===== src/rtl/multicycle_cu.sv =====
// Multi-cycle MIPS control unit: Moore FSM that sequences fetch, decode, execute, memory and write-back,
// waits on mem_ready with an optional timeout, and traps on illegal opcodes.
module multicycle_cu #(
    parameter int unsigned OPW     = 6,
    parameter int unsigned TIMEOUT = 0,
    parameter int unsigned CNT_W   = 32
) (
    input  logic             clk,
    input  logic             rst_n,
    input  logic [OPW-1:0]   opcode,
    input  logic             zero,
    input  logic             mem_ready,
    output logic             pc_en,
    output logic [1:0]       pc_src,
    output logic             ir_write,
    output logic             i_or_d,
    output logic             mem_read,
    output logic             mem_write,
    output logic             mem_to_reg,
    output logic             reg_dst,
    output logic             r31,
    output logic             write_pc,
    output logic             reg_write,
    output logic             alu_src_a,
    output logic [1:0]       alu_src_b,
    output logic [1:0]       alu_op,
    output logic             illegal,
    output logic             trap_cause,
    output logic             instr_done,
    output logic [CNT_W-1:0] instr_count
);

    localparam logic [OPW-1:0] OP_R    = OPW'(0);
    localparam logic [OPW-1:0] OP_LW   = OPW'(1);
    localparam logic [OPW-1:0] OP_SW   = OPW'(2);
    localparam logic [OPW-1:0] OP_ADDI = OPW'(3);
    localparam logic [OPW-1:0] OP_SLTI = OPW'(4);
    localparam logic [OPW-1:0] OP_J    = OPW'(5);
    localparam logic [OPW-1:0] OP_JAL  = OPW'(6);
    localparam logic [OPW-1:0] OP_JR   = OPW'(7);
    localparam logic [OPW-1:0] OP_BEQ  = OPW'(8);

    localparam int unsigned WW = (TIMEOUT > 1) ? $clog2(TIMEOUT) : 1;
    localparam logic [WW-1:0] LIMIT = WW'((TIMEOUT == 0) ? 0 : TIMEOUT - 1);

    typedef enum logic [3:0] {
        IDLE, FETCH, DECODE, EXEC_R, WB_R, ADDR, MEM_RD, WB_MEM,
        MEM_WR, EXEC_I, WB_I, BRANCH, JUMP, JAL, JR, TRAP
    } state_t;

    state_t        state, nxt;
    logic [WW-1:0] wait_cnt;
    logic          op_sw, op_slti;
    logic          tmo_hit, trap_tmo;
    logic          waiting;

    // The limit is reached in the cycle that would be the TIMEOUT-th miss; a ready in that cycle still wins.
    assign waiting = (state == FETCH) || (state == MEM_RD) || (state == MEM_WR);
    assign tmo_hit = (TIMEOUT != 0) && (wait_cnt == LIMIT) && !mem_ready;

    always_comb begin
        nxt        = state;
        trap_tmo   = 1'b0;
        pc_en      = 1'b0;
        pc_src     = 2'b00;
        ir_write   = 1'b0;
        i_or_d     = 1'b0;
        mem_read   = 1'b0;
        mem_write  = 1'b0;
        mem_to_reg = 1'b0;
        reg_dst    = 1'b0;
        r31        = 1'b0;
        write_pc   = 1'b0;
        reg_write  = 1'b0;
        alu_src_a  = 1'b0;
        alu_src_b  = 2'b00;
        alu_op     = 2'b00;
        illegal    = 1'b0;
        instr_done = 1'b0;
        case (state)
            IDLE: nxt = FETCH;
            FETCH: begin
                mem_read  = 1'b1;
                alu_src_b = 2'b01;
                alu_op    = 2'b01;
                if (mem_ready) begin
                    ir_write = 1'b1;
                    pc_en    = 1'b1;
                    nxt      = DECODE;
                end else if (tmo_hit) begin
                    nxt      = TRAP;
                    trap_tmo = 1'b1;
                end
            end
            DECODE: begin
                alu_src_b = 2'b11;
                alu_op    = 2'b01;
                case (opcode)
                    OP_R:             nxt = EXEC_R;
                    OP_LW, OP_SW:     nxt = ADDR;
                    OP_ADDI, OP_SLTI: nxt = EXEC_I;
                    OP_BEQ:           nxt = BRANCH;
                    OP_J:             nxt = JUMP;
                    OP_JAL:           nxt = JAL;
                    OP_JR:            nxt = JR;
                    default:          nxt = TRAP;
                endcase
            end
            EXEC_R: begin
                alu_src_a = 1'b1;
                nxt       = WB_R;
            end
            WB_R: begin
                reg_write  = 1'b1;
                reg_dst    = 1'b1;
                instr_done = 1'b1;
                nxt        = FETCH;
            end
            ADDR: begin
                alu_src_a = 1'b1;
                alu_src_b = 2'b10;
                alu_op    = 2'b01;
                nxt       = op_sw ? MEM_WR : MEM_RD;
            end
            MEM_RD: begin
                mem_read = 1'b1;
                i_or_d   = 1'b1;
                if (mem_ready) begin
                    nxt = WB_MEM;
                end else if (tmo_hit) begin
                    nxt      = TRAP;
                    trap_tmo = 1'b1;
                end
            end
            WB_MEM: begin
                reg_write  = 1'b1;
                mem_to_reg = 1'b1;
                instr_done = 1'b1;
                nxt        = FETCH;
            end
            MEM_WR: begin
                mem_write = 1'b1;
                i_or_d    = 1'b1;
                if (mem_ready) begin
                    instr_done = 1'b1;
                    nxt        = FETCH;
                end else if (tmo_hit) begin
                    nxt      = TRAP;
                    trap_tmo = 1'b1;
                end
            end
            EXEC_I: begin
                alu_src_a = 1'b1;
                alu_src_b = 2'b10;
                alu_op    = op_slti ? 2'b11 : 2'b01;
                nxt       = WB_I;
            end
            WB_I: begin
                reg_write  = 1'b1;
                instr_done = 1'b1;
                nxt        = FETCH;
            end
            BRANCH: begin
                alu_src_a  = 1'b1;
                alu_op     = 2'b10;
                pc_src     = 2'b01;
                pc_en      = zero;
                instr_done = 1'b1;
                nxt        = FETCH;
            end
            JUMP: begin
                pc_en      = 1'b1;
                pc_src     = 2'b10;
                instr_done = 1'b1;
                nxt        = FETCH;
            end
            JAL: begin
                pc_en      = 1'b1;
                pc_src     = 2'b10;
                reg_write  = 1'b1;
                r31        = 1'b1;
                write_pc   = 1'b1;
                instr_done = 1'b1;
                nxt        = FETCH;
            end
            JR: begin
                pc_en      = 1'b1;
                pc_src     = 2'b11;
                instr_done = 1'b1;
                nxt        = FETCH;
            end
            TRAP: illegal = 1'b1;
            default: nxt = IDLE;
        endcase
    end

    always_ff @(posedge clk or negedge rst_n) begin
        if (!rst_n) begin
            state       <= IDLE;
            wait_cnt    <= '0;
            op_sw       <= 1'b0;
            op_slti     <= 1'b0;
            trap_cause  <= 1'b0;
            instr_count <= '0;
        end else begin
            state <= nxt;
            // Every exit from a wait state happens on mem_ready, so clearing on ready also clears on entry.
            if (waiting && !mem_ready) begin
                wait_cnt <= wait_cnt + 1'b1;
            end else begin
                wait_cnt <= '0;
            end
            if (state == DECODE) begin
                op_sw   <= (opcode == OP_SW);
                op_slti <= (opcode == OP_SLTI);
            end
            if (state != TRAP && nxt == TRAP) begin
                trap_cause <= trap_tmo;
            end
            if (instr_done) begin
                instr_count <= instr_count + 1'b1;
            end
        end
    end

endmodule

===== config.mk =====
export PLATFORM = sky130hd
export DESIGN_NAME = multicycle_cu
export DESIGN_NICKNAME = d
export VERILOG_FILES = /design/src/rtl/multicycle_cu.sv
export SDC_FILE = /design/constraint.sdc
export NUM_CORES = 1
export LEC_CHECK = 0
export BUFFER_PORTS_ARGS = -buffer_cell sky130_fd_sc_hd__buf_2
export CAP_MARGIN = 15
export CORE_MARGIN = 3
export CORE_UTILIZATION = 41
export CTS_CLUSTER_DIAMETER = 30
export CTS_CLUSTER_SIZE = 40
export DETAILED_ROUTE_END_ITERATION = 7
export GPL_ROUTABILITY_DRIVEN = 0
export GPL_TIMING_DRIVEN = 1
export PLACE_DENSITY = 0.68
export REMOVE_ABC_BUFFERS = 1
export SKIP_CTS_REPAIR_TIMING = 1
export SLEW_MARGIN = 20
export SYNTH_ARGS = -nofsm -noshare
export SYNTH_HDL_FRONTEND = slang
export SYNTH_SLANG_ARGS = --single-unit

===== constraint.sdc =====
create_clock -name clk -period 1.9 [get_ports clk]
set_input_delay 0 -clock clk [delete_from_list [all_inputs] [get_ports clk]]
set_output_delay 0 -clock clk [all_outputs]
set_load 0.005 [all_outputs]

### Word-level counts from Yosys, hierarchy flattened

Memories as Yosys holds them, arrays and structs flattened.
Cells that the tools add are included.

* register bits: 38
* ROM bits: 64
* input bits: 10
* output and inout bits: 52
* memories: 1

Memories
* (name not given): depth 16, width 4, rd ports 1, clocked after Yosys merged registers in 0, wr ports 0, line 98 `case (opcode)`

* add/sub/neg operators: 1
* equal/unequal tests: 20
* multiplexer cells: 23
* reduce and logical (&&, ||, !) cells: 14

Operators with widths (number)
* $add A32 B1 Y32 const B: 1
* $eq A4 B4 Y1 const B: 8
* $pmux W4 S8: 1
* $mux W4: 5
* $pmux W2 S3: 3
* $eq A4 B3 Y1 const B: 4
* $mux W1: 11
* $eq A4 B2 Y1 const B: 2
* $reduce_bool A8 Y1: 1
* $reduce_or A2 Y1: 4
* $reduce_or A4 Y1: 2
* $reduce_or A8 Y1: 1
* $reduce_or A7 Y1: 1
* $eq A6 B2 Y1 const B: 1
* $eq A6 B3 Y1 const B: 1
* $ne A2 B2 Y1 const B: 3
* $reduce_or A3 Y1: 2
* $eq A4 B1 Y1 const B: 1
* $logic_not A4 Y1: 1
* $reduce_and A4 Y1: 1
* $pmux W1 S3: 1
* $logic_not A2 Y1: 1
* $mux W2: 1
* $pmux W1 S2: 1

### Logic depth before layout (Yosys ltp)

Gate-level depths: netlist (run 1).

* word-level depth: 4
* mapped depth: 8
* gate-level depth less buffers: 7

### Least setup slack after synthesis (run 1)

Ideal clock, no wire load.

* path type: flip-flop to flip-flop
* start: register instr_count[9]
* end: register instr_count[31]
* setup time: 0.079 ns
* data arrival time: 1.876 ns
* path slack: -0.056 ns
* stages on the path, launching flop included: 7
* path through: dfrtp_1 -> nand3_2 -> or4_4 -> or4_1 -> buf_6 -> nor3_4 -> xor2_1

* longest elaborated chain between the ends: 1

RTL lines
* start: declaration: line 30 `output logic [CNT_W-1:0] instr_count`
* start signal: assignment: line 221 `instr_count <= instr_count + 1'b1;`
* $add A32 B1 Y32: line 221

No other way between the ends.
A chain may end at the register's enable or synchronous reset.

### Worst setup path in the final report (run 1)

* start: register instr_count[10]
* end: register instr_count[31]

Same word-level chain as after synthesis.

==> impl_metrics.py, run 1 <==
metrics = {
    "global_routing": {
        "grt_pass1_vias": 1935,
        "antenna_found_initial": 0,
        "grt_pass1_wl_mm": 8.62,
        "grt_usage_pct": 16.8,
        "grt.overflow.total": 0,
        "grt_max_degree": 39,
    },
    "status": {
        "violations": "negative setup slack",
        "status": "complete, but fails checks",
    },
    "synthesis": {
        "mappedNetlistArea_mm2": 0.00225,
        "yosysWarnings": 0,
        "synth_top_area_share_pct": 42.3,
        "async_reset_ff_share_pct": 100,
        "synth_edf_count": 0,
        "synth_most_common_cell": "dfrtp_1",
        "synth_cells": 255,
        "avgSynthCellArea_um2": 8.82,
        "ys_ff_latch": 38,
        "synth_top_area_cell": "dfrtp_1",
        "synthTopCellsByCount": "dfrtp_1 (38), nand2_1 (33), nor2_1 (22)",
        "ys.flop_type": "dfrtp_1",
        "ys_top_cells_by_area": "dfrtp_1 (42%), xnor2_1 (7.8%), nand2_1 (5.5%)",
        "ys_types": 44,
        "yosysSeqAreaShare_pct": 42.3,
    },
    "placement": {
        "dp_slack_ps": -20.1,
        "portBuffers": 60,
        "dp_hpwl_mm": 3.91,
        "placed_cell_area_mm2": 0.00284,
    },
    "die": {
        "rows": 26,
        "core_area_mm2": 0.00520,
        "io_pins": 62,
        "die_y_um": 80.1,
        "die_w_um": 80.1,
        "die-area_mm2": 0.00641,
        "initial_core_util_pct": 43.2,
    },
    "cells_and_area": {
        "diodes": 0,
        "drive_gt1_share_pct": 34.4,
        "stdcell_area_mm2": 0.00301,
        "final_nets": 364,
        "area_growth_pct": 34.1,
        "fill_cells": 480,
    },
    "clocking": {
        "max-clock-path-buffers": 2,
        "clk_pin_slew_ps": 70,
        "numCtsBuffers": 5,
        "cts-root-buf": "clkbuf_8",
        "ctsHtreeMaxLevel": 2,
        "clk_latency_ps": 280,
        "cts_tree": "built",
        "cts_sinks": 38,
    },
    "pwr": {
        "peakVddDrop_uv": 685,
        "clkPwrFrac_pct": 20.4,
        "switching_share_pct": 36.3,
        "p_leak_uw": 0.00145,
        "pwr-share-seq_pct": 30.8,
        "p_sw_uw": 1220,
        "internal-power_uw": 2140,
        "pwr-share-comb_pct": 48.8,
        "power.density_mw_per_mm2": 1120,
    },
    "setup_path": {
        "required_ps": 2100,
        "cp-startpoint": "instr_count[10]$_DFFE_PN0P_",
        "crit_type": "flip-flop to flip-flop",
        "end_kind": "flip-flop",
        "r2r_setup_slack_ps": -40,
        "critPathLaunchType": "flip-flop",
        "critPathMaxFanout": 7,
        "timing.rr.start": "instr_count[10]$_DFFE_PN0P_",
        "r2r_cells": 6,
        "endpoint": "instr_count[31]$_DFFE_PN0P_",
        "worstReg2RegEnd": "instr_count[31]$_DFFE_PN0P_",
        "worstPathArrival_ps": 2140,
    },
    "drt": {
        "drtPass1Iterations": 4,
        "wl_mm": 5.15,
        "wl_per_cell_um": 12.3,
        "drt-vias-per-instance": 4.97,
        "drc_errors": 0,
        "vias": 2082,
        "drt_iter0_markers": 49,
        "postRouteAntennaNets": 0,
    },
    "timing": {
        "skew_ps": 7.09,
        "finalCritPeriodShare_pct": 102,
        "fmax_mhz": 516,
        "period_needed_ps": 1940,
        "fin_setup_tns_ps": -58.4,
        "maxSlewHeadroom_pct": 44.9,
        "drv_slew": 0,
        "fin_ws_ps": -36.3,
        "hold_violations": 0,
        "worst_pin_slew_ps": 827,
        "rsz0062_at_grt": "true",
        "setup_viol": 3,
    },
    "worst_hold_path": {
        "hold_path.class": "input pin to flip-flop",
    },
    "flow_run": {
        "maxCapViolCount": 0,
    },
}
cells in the final DEF (no fill, tap or decap), types with 2 or more instances in the layout:
| cell | netlist | routed |
|---|---|---|
| nor3_1 | 13 | 13 |
| nor4_1 | 3 | 3 |
| buf_2 | 5 | 60 |
| or4_4 | 1 | 2 |
| a21oi_1 | 7 | 7 |
| or3_1 | 2 | 2 |
| clkbuf_8 | 0 | 6 |
| nand2b_1 | 5 | 5 |
| nor2b_1 | 6 | 5 |
| ha_1 | 5 | 5 |
| dfrtp_1 | 38 | 38 |
| o21ai_0 | 12 | 12 |
| buf_4 | 3 | 41 |
| nor2_1 | 22 | 22 |
| inv_1 | 6 | 5 |
| nor3b_1 | 3 | 3 |
| nand2_1 | 33 | 32 |
| nand4_1 | 8 | 8 |
| and3_1 | 3 | 3 |
| xnor2_1 | 20 | 20 |
| a211o_1 | 2 | 2 |
| nand3_1 | 16 | 16 |
| xor2_1 | 14 | 14 |
routing by layer:
| metal | vias to the layer above | share of wire [%] | GRT usage [%] |
|---|---|---|---|
| met4 | 0 | 0.84 | 3.72 |
| met3 | 6 | 4.0 | 4.37 |
| met1 | 982 | 46 | 22.2 |
| li1 | 1055 | - | - |
| met5 | - | 0 | 0 |
| met2 | 39 | 49 | 27.7 |
logic make-up after synthesis:
| group | after synthesis | synth area share, % |
|---|---|---|
| AO/OA/AOI/OAI | 32 | 8.74 |
| AND/OR/NAND/NOR | 123 | 28.0 |
| flip-flops | 38 | 42.3 |
| adder cells (fa/ha/maj) | 5 | 2.78 |
| XOR/XNOR | 34 | 13.2 |
| buffers and inverters | 22 | 4.79 |
| other | 1 | 0.167 |
sequential cells by signal, indices dropped and copies added (netlist names):
name,cells
state,4
op_sw,1
op_slti,1
instr_count,32
through the flow:
| stage | utilization, % | cells | power [uW] | hold WS (ps) |
|---|---|---|---|---|
| floorplan | - | 239 | 1880 | -296 |
| detailed placement | 54.5 | 407 | 2630 | 142 |
| global route | 57.9 | 419 | 3640 | 66.0 |
| finish | 57.9 | 419 | 3360 | 33.9 |
| global placement | 54.5 | 407 | 2610 | 133 |
| CTS | 56.7 | 414 | 3330 | -172 |
final cells by class:
class	instances	area [um2]	share of cell area, %
timing repair buffer	103	629	20.9
sequential	38	951	31.5
tap	70	87.6	2.91
inverter	6	26.3	0.872
multi-input combinational	195	1210	40.1
clock inverter	1	30.0	0.996
clock buffer	6	82.6	2.74
how the worst min path moves through the flow:
stage,startpoint,endpoint,cells after the start
final,opcode[2],op_slti$_DFFE_PN0P_,3
after detailed placement,rst_n,instr_count[22]$_DFFE_PN0P_,1
after global placement,rst_n,instr_count[22]$_DFFE_PN0P_,1
after floorplan,rst_n,instr_count[0]$_DFFE_PN0P_,0
after CTS,rst_n,instr_count[22]$_DFFE_PN0P_,1
after global routing,opcode[2],op_slti$_DFFE_PN0P_,3
power groups by stage:
stage | clock, uW | sequential, uW | combinational [uW]
6_report | 684 | 1040 | 1640
5_1_grt | 743 | 1050 | 1850
4_1_cts | 706 | 1040 | 1580
3_5_place_dp | 0 | 1050 | 1570
3_3_place_gp | 0 | 1040 | 1570
2_1_floorplan | 0 | 1210 | 673
worst max-delay path, cell delays in order (launching register included):
cell,delay (ps)
dfrtp_1,370
nand3_2,90
or4_4,520
or4_4,420
buf_6,150
nor3_4,150
xor2_1,150
Note: power is estimated with default switching activity, not from simulation.
==> run 2: changes to the inputs <==
--- a/config.mk
+++ b/config.mk
@@ -13,9 +13,8 @@
 export CTS_CLUSTER_SIZE = 40
 export DETAILED_ROUTE_END_ITERATION = 7
 export GPL_ROUTABILITY_DRIVEN = 0
-export GPL_TIMING_DRIVEN = 1
-export PLACE_DENSITY = 0.68
-export REMOVE_ABC_BUFFERS = 1
+export GPL_TIMING_DRIVEN = 0
+export PLACE_DENSITY = 0.65
 export SKIP_CTS_REPAIR_TIMING = 1
 export SLEW_MARGIN = 20
 export SYNTH_ARGS = -nofsm -noshare
==> constraint.sdc (replaced) <==
create_clock -name clk -period 2.5 [get_ports clk]
set_input_delay 0 -clock clk [delete_from_list [all_inputs] [get_ports clk]]
set_output_delay 0 -clock clk [all_outputs]
set_load 0.005 [all_outputs]
==> run 2 against run 1 <==
The run now ends clean. Routed wire length rose by 0.58%. Worst setup slack gained 340 ps. First-iteration DRC count grew 90%. Worst hold slack better by 36 ps. Clock-buffer cell count up 1. Clock power decreased by 43%. Die area unchanged. Non-clock buffer count is 27 lower. Utilization shrank 5.7 points. Critical path type unchanged. Critical endpoint is now instr_count[22]$_DFFE_PN0P_.
==> impl_metrics.py, run 2 (same netlist as run 1, synthesis figures left out) <==
metrics = {
    "global_routing": {
        "antenna_found_initial": 0,
        "grt_pass1_wl_mm": 8.76,
        "grt_pass1_vias": 1830,
        "grt_usage_pct": 17.3,
        "grt_max_degree": 39,
        "grt.overflow.total": 0,
    },
    "timing": {
        "finalCritPeriodShare_pct": 88.0,
        "period_needed_ps": 2200,
        "maxSlewHeadroom_pct": 44.1,
        "drv_slew": 0,
        "rsz0062_at_grt": "false",
        "worst_pin_slew_ps": 839,
        "fmax_mhz": 455,
        "fin_setup_tns_ps": 0,
        "whs_ps": 70.1,
        "hold_violations": 0,
        "setup_viol": 0,
        "skew_ps": 8.11,
    },
    "drt": {
        "drt_iter0_markers": 93,
        "vias": 1989,
        "top_layer": "met4",
        "met2_length_mm": 2.44,
        "wl_mm": 5.18,
        "wl_met1_mm": 2.47,
        "postRouteAntennaNets": 0,
        "wl_per_cell_um": 13.2,
        "drc_errors": 0,
        "wl_met3_um": 246,
        "drtPass1Iterations": 4,
        "drt-vias-per-instance": 5.07,
    },
    "cells_and_area": {
        "reg.largest.list": "instr_count (32), state (4)",
        "diodes": 0,
        "final_util_pct": 52.2,
        "final_nets": 337,
        "final_common_cell": "buf_2",
        "drive_gt1_share_pct": 24.2,
        "stdcell_area_mm2": 0.00272,
        "area_growth_pct": 20.9,
        "regMostFlops": "instr_count",
        "largest_reg_flops": 32,
        "final_cell_mix": "buf_2 (64), dfrtp_1 (38), nand2_1 (33)",
    },
    "worst_hold_path": {
        "hold_path.class": "input pin to flip-flop",
        "hp-start": "opcode[4]",
    },
    "clocking": {
        "ctsHtreeMaxLevel": 2,
        "cts_tree": "built",
        "cts_sinks": 38,
        "max-clock-path-buffers": 2,
        "clk_pin_slew_ps": 70,
        "clk_latency_ps": 280,
        "numCtsBuffers": 5,
        "cts-root-buf": "clkbuf_8",
    },
    "die": {
        "die_y_um": 80.1,
        "io_pins": 62,
        "core_area_mm2": 0.00520,
        "die-area_mm2": 0.00641,
        "rows": 26,
        "initial_core_util_pct": 43.2,
        "die_w_um": 80.1,
    },
    "setup_path": {
        "timing.rr.start": "instr_count[0]$_DFFE_PN0P_",
        "critPathMaxFanout": 7,
        "worstPathCellList": "ha_1, and3_1, clkbuf_1, nand2b_1, nor4_2, nand4_1, xnor2_1",
        "crit_type": "flip-flop to flip-flop",
        "worstPathArrival_ps": 2370,
        "slowest_delay_ps": 490,
        "required_ps": 2670,
        "critPathLaunchType": "flip-flop",
        "crit_slowest_cell": "nor4_2",
        "end_kind": "flip-flop",
        "cp-startpoint": "instr_count[0]$_DFFE_PN0P_",
    },
    "synthesis": {
        "syn-num-nets": 270,
    },
    "pwr": {
        "p_leak_uw": 0.00127,
        "power.density_mw_per_mm2": 821,
        "peakVddDrop_uv": 321,
    },
    "placement": {
        "placed_cell_area_mm2": 0.00263,
        "portBuffers": 59,
        "dp_hpwl_mm": 3.85,
    },
    "flow_run": {
        "maxCapViolCount": 0,
    },
    "status": {
        "status": "completed",
    },
}
-- run 2: per-layer routing --
| metal | GRT usage (%) | vias to the layer above |
|---|---|---|
| met5 | 0 | - |
| met4 | 3.21 | 0 |
| met3 | 4.93 | 2 |
| met2 | 26.9 | 50 |
| met1 | 24.1 | 933 |
| li1 | - | 1004 |
-- run 2: cell type report --
class	count	area (um2)
inverters	6	22.5
clock buffers	7	76.3
fillers	528	2490
plain buffers	16	85.1
flip-flops and latches	38	951
well taps	70	87.6
repair buffers	60	305
multi-input cells	195	1190
-- run 2: stage by stage --
step | std cells | worst slack [ps] | total power, uW
6_report | 392 | 301 | 2230
5_1_grt | 392 | 84.4 | 2430
4_1_cts | 391 | 283 | 2240
3_5_place_dp | 384 | 310 | 1850
3_3_place_gp | 384 | 321 | 1840
2_1_floorplan | 255 | 544 | 1490
-- run 2: worst paths after layout --
kind                                          endpoint  slack (ps)  depth (start not counted)
min                                op_slti$_DFFE_PN0P_          70                          4
max in group asynchronous            op_sw$_DFFE_PN0P_        1600                          2
max                        instr_count[22]$_DFFE_PN0P_         300                          7
min in group asynchronous  instr_count[22]$_DFFE_PN0P_         350                          2
min reg2reg                instr_count[31]$_DFFE_PN0P_         470                          1
max reg2reg                instr_count[22]$_DFFE_PN0P_         300                          7
-- run 2: critical path, delay by kind of cell, from the launching register on --
family | cells | cell delay (ps)
xor+xnor | 1 | 150
fa+ha+maj | 1 | 190
buf+inv | 1 | 300
flops | 1 | 440
simple gates | 4 | 1010
-- run 2: power by group --
group / internal, uW / total, uW / switching, uW
logic: 419 / 1020 / 604
clock network: 192 / 389 / 197
registers: 716 / 818 / 102
total: 1330 / 2230 / 903
